[src/rtl/dili_intt_ctrl.sv]
// rtl/dili_intt_ctrl.sv - inverse-NTT butterfly sequencer for Dilithium (GS layers, pipelined write-back)
// Optional abort input enabled by DILI_INTT_CTRL_ABORT_EN.
module dili_intt_ctrl #(
  parameter int N        = 256,
  parameter int LOGN     = 8,
  parameter int ADDR_W   = 8,
  parameter int PIPE_LAT = 2
) (
  input  logic              clk_i,
  input  logic              rst_i,
  input  logic              start_i,
`ifdef DILI_INTT_CTRL_ABORT_EN
  input  logic              abort_i,
`endif
  output logic              busy_o,
  output logic              done_o,
  output logic              rd_en_o,
  output logic [ADDR_W-1:0] rd_addr_even_o,
  output logic [ADDR_W-1:0] rd_addr_odd_o,
  output logic [7:0]        zeta_idx_o,
  output logic              wr_en_o,
  output logic [ADDR_W-1:0] wr_addr_even_o,
  output logic [ADDR_W-1:0] wr_addr_odd_o,
  output logic [2:0]        layer_o
);

  localparam int BW = ADDR_W - 1;
  localparam int DW = (PIPE_LAT > 1) ? $clog2(PIPE_LAT) : 1;

  typedef enum logic [1:0] {IDLE, RUN, DRAIN, DONE} state_t;

  state_t          state, state_n;
  logic [2:0]      layer, layer_n;
  logic [BW-1:0]   b, b_n;
  logic [DW-1:0]   dcnt, dcnt_n;
  logic            flush;
  logic            abort;

  logic [ADDR_W-1:0] bb, g, len, o, even_n, odd_n;
  logic [ADDR_W:0]   zfull;

  logic [PIPE_LAT-1:0] pv;
  logic [ADDR_W-1:0]   pe [PIPE_LAT];
  logic [ADDR_W-1:0]   po [PIPE_LAT];

`ifdef DILI_INTT_CTRL_ABORT_EN
  assign abort = abort_i;
`else
  assign abort = 1'b0;
`endif

  always_comb begin
    state_n = state;
    layer_n = layer;
    b_n     = b;
    dcnt_n  = dcnt;
    flush   = 1'b0;
    case (state)
      IDLE: if (start_i) begin
        state_n = RUN;
        layer_n = 3'd0;
        b_n     = '0;
      end
      RUN: begin
        if (abort) begin
          state_n = IDLE;
          flush   = 1'b1;
        end else if (b == BW'(N/2 - 1)) begin
          state_n = DRAIN;
          b_n     = '0;
          dcnt_n  = '0;
        end else begin
          b_n = b + 1'b1;
        end
      end
      DRAIN: begin
        if (abort) begin
          state_n = IDLE;
          flush   = 1'b1;
        end else if (dcnt == DW'(PIPE_LAT - 1)) begin
          if (layer == 3'(LOGN - 1)) begin
            state_n = DONE;
          end else begin
            state_n = RUN;
            layer_n = layer + 3'd1;
          end
        end else begin
          dcnt_n = dcnt + 1'b1;
        end
      end
      DONE: state_n = IDLE;
      default: state_n = IDLE;
    endcase
  end

  // Addresses are derived from the next-cycle counters so they register alongside rd_en_o.
  always_comb begin
    bb     = {1'b0, b_n};
    g      = bb >> layer_n;
    len    = ADDR_W'(1) << layer_n;
    o      = bb & (len - ADDR_W'(1));
    even_n = (g << ({1'b0, layer_n} + 4'd1)) + o;
    odd_n  = even_n + len;
    zfull  = ((ADDR_W + 1)'(N) >> layer_n) - (ADDR_W + 1)'(1) - {1'b0, g};
  end

  always_ff @(posedge clk_i or posedge rst_i) begin
    if (rst_i) begin
      state          <= IDLE;
      layer          <= '0;
      b              <= '0;
      dcnt           <= '0;
      busy_o         <= 1'b0;
      done_o         <= 1'b0;
      rd_en_o        <= 1'b0;
      rd_addr_even_o <= '0;
      rd_addr_odd_o  <= '0;
      zeta_idx_o     <= '0;
    end else begin
      state          <= state_n;
      layer          <= layer_n;
      b              <= b_n;
      dcnt           <= dcnt_n;
      busy_o         <= (state_n == RUN) || (state_n == DRAIN);
      done_o         <= (state_n == DONE);
      rd_en_o        <= (state_n == RUN);
      rd_addr_even_o <= (state_n == RUN) ? even_n : '0;
      rd_addr_odd_o  <= (state_n == RUN) ? odd_n : '0;
      zeta_idx_o     <= (state_n == RUN) ? zfull[7:0] : 8'd0;
    end
  end

  // Write-back is the read strobe/addresses delayed PIPE_LAT cycles; abort drops in-flight writes.
  always_ff @(posedge clk_i or posedge rst_i) begin
    if (rst_i) begin
      pv <= '0;
      for (int i = 0; i < PIPE_LAT; i++) begin
        pe[i] <= '0;
        po[i] <= '0;
      end
    end else if (flush) begin
      pv <= '0;
      for (int i = 0; i < PIPE_LAT; i++) begin
        pe[i] <= '0;
        po[i] <= '0;
      end
    end else begin
      pv[0] <= rd_en_o;
      pe[0] <= rd_addr_even_o;
      po[0] <= rd_addr_odd_o;
      for (int i = 1; i < PIPE_LAT; i++) begin
        pv[i] <= pv[i-1];
        pe[i] <= pe[i-1];
        po[i] <= po[i-1];
      end
    end
  end

  assign wr_en_o        = pv[PIPE_LAT-1];
  assign wr_addr_even_o = pe[PIPE_LAT-1];
  assign wr_addr_odd_o  = po[PIPE_LAT-1];
  assign layer_o        = layer;

endmodule

[config.mk]
export PLATFORM = sky130hd
export DESIGN_NAME = dili_intt_ctrl
export DESIGN_NICKNAME = d
export VERILOG_FILES = /design/src/rtl/dili_intt_ctrl.sv
export SDC_FILE = /design/constraint.sdc
export NUM_CORES = 1
export LEC_CHECK = 0
export ABC_AREA = 1
export BUFFER_PORTS_ARGS = -buffer_cell sky130_fd_sc_hd__buf_2
export CAP_MARGIN = 40
export CORE_MARGIN = 2
export CORE_UTILIZATION = 45
export CTS_BUF_LIST = sky130_fd_sc_hd__clkbuf_2 sky130_fd_sc_hd__clkbuf_4 sky130_fd_sc_hd__clkbuf_8
export DETAILED_ROUTE_END_ITERATION = 12
export PLACE_DENSITY_LB_ADDON = 0.25
export SYNTH_ARGS = -nofsm -noshare
export SYNTH_HDL_FRONTEND = slang
export SYNTH_SLANG_ARGS = --single-unit
[constraint.sdc]
create_clock -name clk_i -period 7.45 [get_ports clk_i]
set_input_delay 0 -clock clk_i [delete_from_list [all_inputs] [get_ports clk_i]]
set_output_delay 0 -clock clk_i [all_outputs]
set_load 0.02 [all_outputs]
==> results.md <==
* Yosys top cell area share at 0.4451
* Period utilisation layout at 0.6713
* Skew-Pair Late Insertion Delay at approximately 0.36 ns
* Post-cts sizing count at 0
* Total global-route track usage at 0.1867
* Period minus WS final at 5.001 ns
* Root Driver: clkbuf_8
* Result of the run: finished clean
* Finish-stage setup viols at 0
* Arrival time worst endpoint at roughly 5.3 ns
* Multi-input gate area at 1810 um2
* Syn Nets at around 530
* First-pass GRT wire length at ~15 mm
* ANT cells at 0
* FF+latch area at 1852 um2
* Clock Tree Buf Depth at 2
* DRC violations left at 0
* Synth cell count leaders: nand2_1, dfrtp_1, inv_1, nor2_1, nand3_1
* CTS Hold Bufs at 1
* Wire per inst at approximately 13 um
* Hold WC Path Type: in2reg
* Worst slew pin tran at between 0.5 and 0.6 ns
* Total gr overflow at 0
* Max Transition Viols Final at 0
* CTS Buf Count at 9
* Slowest CP cell: fa_1
* Initial antenna violation count at 0
* Max_slew headroom at 0.6037
* Worst vdd ir at between 0.09 and 0.1 mV
* Worst slack, placed at 2.543 ns
* Fraction of layout cells with a size suffix above 1 at 0.1881
* Mapped Area at 4160 um2
* Row Count at 35
* Synthesis-stage register bit count at 74
* Post-synth top flop: dfrtp_1
* Largest area contributor in the netlist: dfrtp_1
* Via Count at 3,246
* # port buffers at 49
* Pwr per Cell Area at between 150 and 200 nW/um2
* Worst-path clk slew at about 0.09 ns
* Final nets at 566
* Syn avg cell area at between 8 and 9 um2
* Critical path class: reg2reg
* Iteration-0 DRC Markers at about 180
* Clk_skew at ~0.019 ns
* Clock sink count at 74
* CP peak stage delay at approximately 0.44 ns
* Antenna-violating nets left at 0
* Fmax at between 150 and 200 MHz
* Die ar. at roughly 10,000 um2
* Sequential area share after synthesis at 0.4451
* Area delta synth->final at 10.35%
* Startpoint types: flip-flop
* Most common cell in the netlist: nand2_1
* Vias in the first global route at approximately 3,100
* Detail Placement HPWL at 6.566 mm
* CP endpoint kind: flip-flop
* 1st-pass router iterations at 5
* Via density at approximately 5
* Die Ht at about 100 um
* Synth Instances at 494
* RSZ-0062 raised after global routing: no
* Final worst setup slack at approximately 2.4 ns
* CTS tree: done
* P_leak at between 0.002 and 0.0025 uW
* Post-synth EDFFs at 0
* Initial core utilization at 0.4567
* Synthesis Warnings at 0
* Core area at between 9000 and 10,000 um2
* DIE WIDTH at around 100 um
* Pin count of the biggest net entering global routing at 59
* Async set-reset flop share out of synthesis at 1.000
* H-Tree Depth at 3
* Final WL at approximately 8.7 mm
* Final Hold Viols at 0
* Fillers at around 900
* IO Count at 50
* Max_cap viols at 0
* Routability cong. at around 0.9
* Post-CTS Setup Repair Bufs at 0
* Count of different cell masters after synthesis at 31
* Setup TNS at 0 ns
* Synth area leaders: dfrtp_1, ha_1, nand2_1, inv_1, nor2_1
* Critical Path RT at a little under 8 ns
* CP most frequent cell: nor2_1
* Worst-path maximum fanout at 12
[critical path, delay by kind of cell, from the launching register on]
kind / cells / cell delay (ns)
compound gates: 3 / 0.48
simple gates: 16 / 1.74
flops: 1 / 0.43
buf+inv: 6 / 0.61
fa+ha+maj: 5 / 1.48
xor+xnor: 1 / 0.16
[per-stage QoR]
stage	cell area, um2	total power, uW	hold WS [ns]	instances	util
global placement	4347	418.0	0.3134	630	0.4772
global route	4591	765.7	0.1782	648	0.5040
finish	4591	740.1	0.1344	648	0.5040
floorplan	4160	415.2	0.3031	494	-
detailed placement	4374	420.2	0.04089	631	0.4802
CTS	4591	747.7	0.1241	648	0.5040
[metal layers]
layer  global-route usage  wire, um  up-vias
met1               0.2580      4048     1527
li1                     -         -     1622
met4              0.04531       133        0
met3              0.03760       468       10
met5                    0         0        -
met2               0.3036      4054       87
[worst paths after layout]
kind | startpoint | to | slack, ns | depth (start not counted)
worst max-delay path | layer_o[0]$_DFF_PP0_ | rd_addr_odd_o[7]$_DFF_PP0_ | 2.45 | 31
worst min-delay path | start_i | b[1]$_DFF_PP0_ | 0.13 | 4
worst max register to register | layer_o[0]$_DFF_PP0_ | rd_addr_odd_o[7]$_DFF_PP0_ | 2.45 | 31
worst min register to register | pe[14]$_DFF_PP0_ | wr_addr_even_o[6]$_DFF_PP0_ | 0.34 | 0
max in group asynchronous | rst_i | po[13]$_DFF_PP0_ | 6.69 | 5
min in group asynchronous | rst_i | zeta_idx_o[0]$_DFF_PP0_ | 0.20 | 4
[cells in the final DEF, fill, tap and decap left out, types with 2 or more instances in the layout]
cell        count
nand2_1        88
dfrtp_1        74
inv_1          72
nor2_1         58
buf_2          49
nand3_1        41
ha_1           28
a21oi_1        21
o21ai_0        19
clkbuf_8        9
nand2_2         8
nor3_1          8
nand3_2         7
xor2_1          7
inv_2           6
nor2_2          5
nand4_1         5
nor2_4          3
nand2_4         3
a31oi_1         3
fa_1            3
inv_6           3
o21bai_1        2
o21ai_2         2
clkinvlp_4      2
[final cells by class]
| type | count | share of cell area |
|---|---|---|
| Tap cell | 111 | 0.03025 |
| Clock inverter | 7 | 0.01799 |
| Timing Repair Buffer | 52 | 0.06323 |
| Sequential cell | 74 | 0.4034 |
| Inverter | 78 | 0.06378 |
| Multi-Input combinational cell | 317 | 0.3944 |
| Clock buffer | 9 | 0.02698 |
[power by group]
group / total, uW / leakage, uW / switching (uW) / internal, uW
logic: 10.6 / 0.00152 / 8.00 / 2.61
clock network: 328 / 0.0000988 / 168 / 160
registers: 401 / 0.000862 / 0 / 401
total: 740 / 0.00248 / 176 / 564
[flip-flops by register name, summed over array words and instances (netlist names)]
register and flops:
wr_addr_even_o 8, pe 8, wr_addr_odd_o 8, rd_addr_odd_o 8
done_o 1, pv 2, dcnt 1, state 2
zeta_idx_o 8, busy_o 1, rd_en_o 1, b 7
po 8, rd_addr_even_o 8, layer_o 3
[cells by family after synthesis]
logic type / synth area share
adders and majority gates: 0.09865
xor gates and xnor gates: 0.01474
buffers and inverters: 0.1197
and+or+nand+nor: 0.2508
DFF: 0.4451
AOI/OAI and AO/OA: 0.07098
Note: power is estimated with default switching activity, not from simulation.
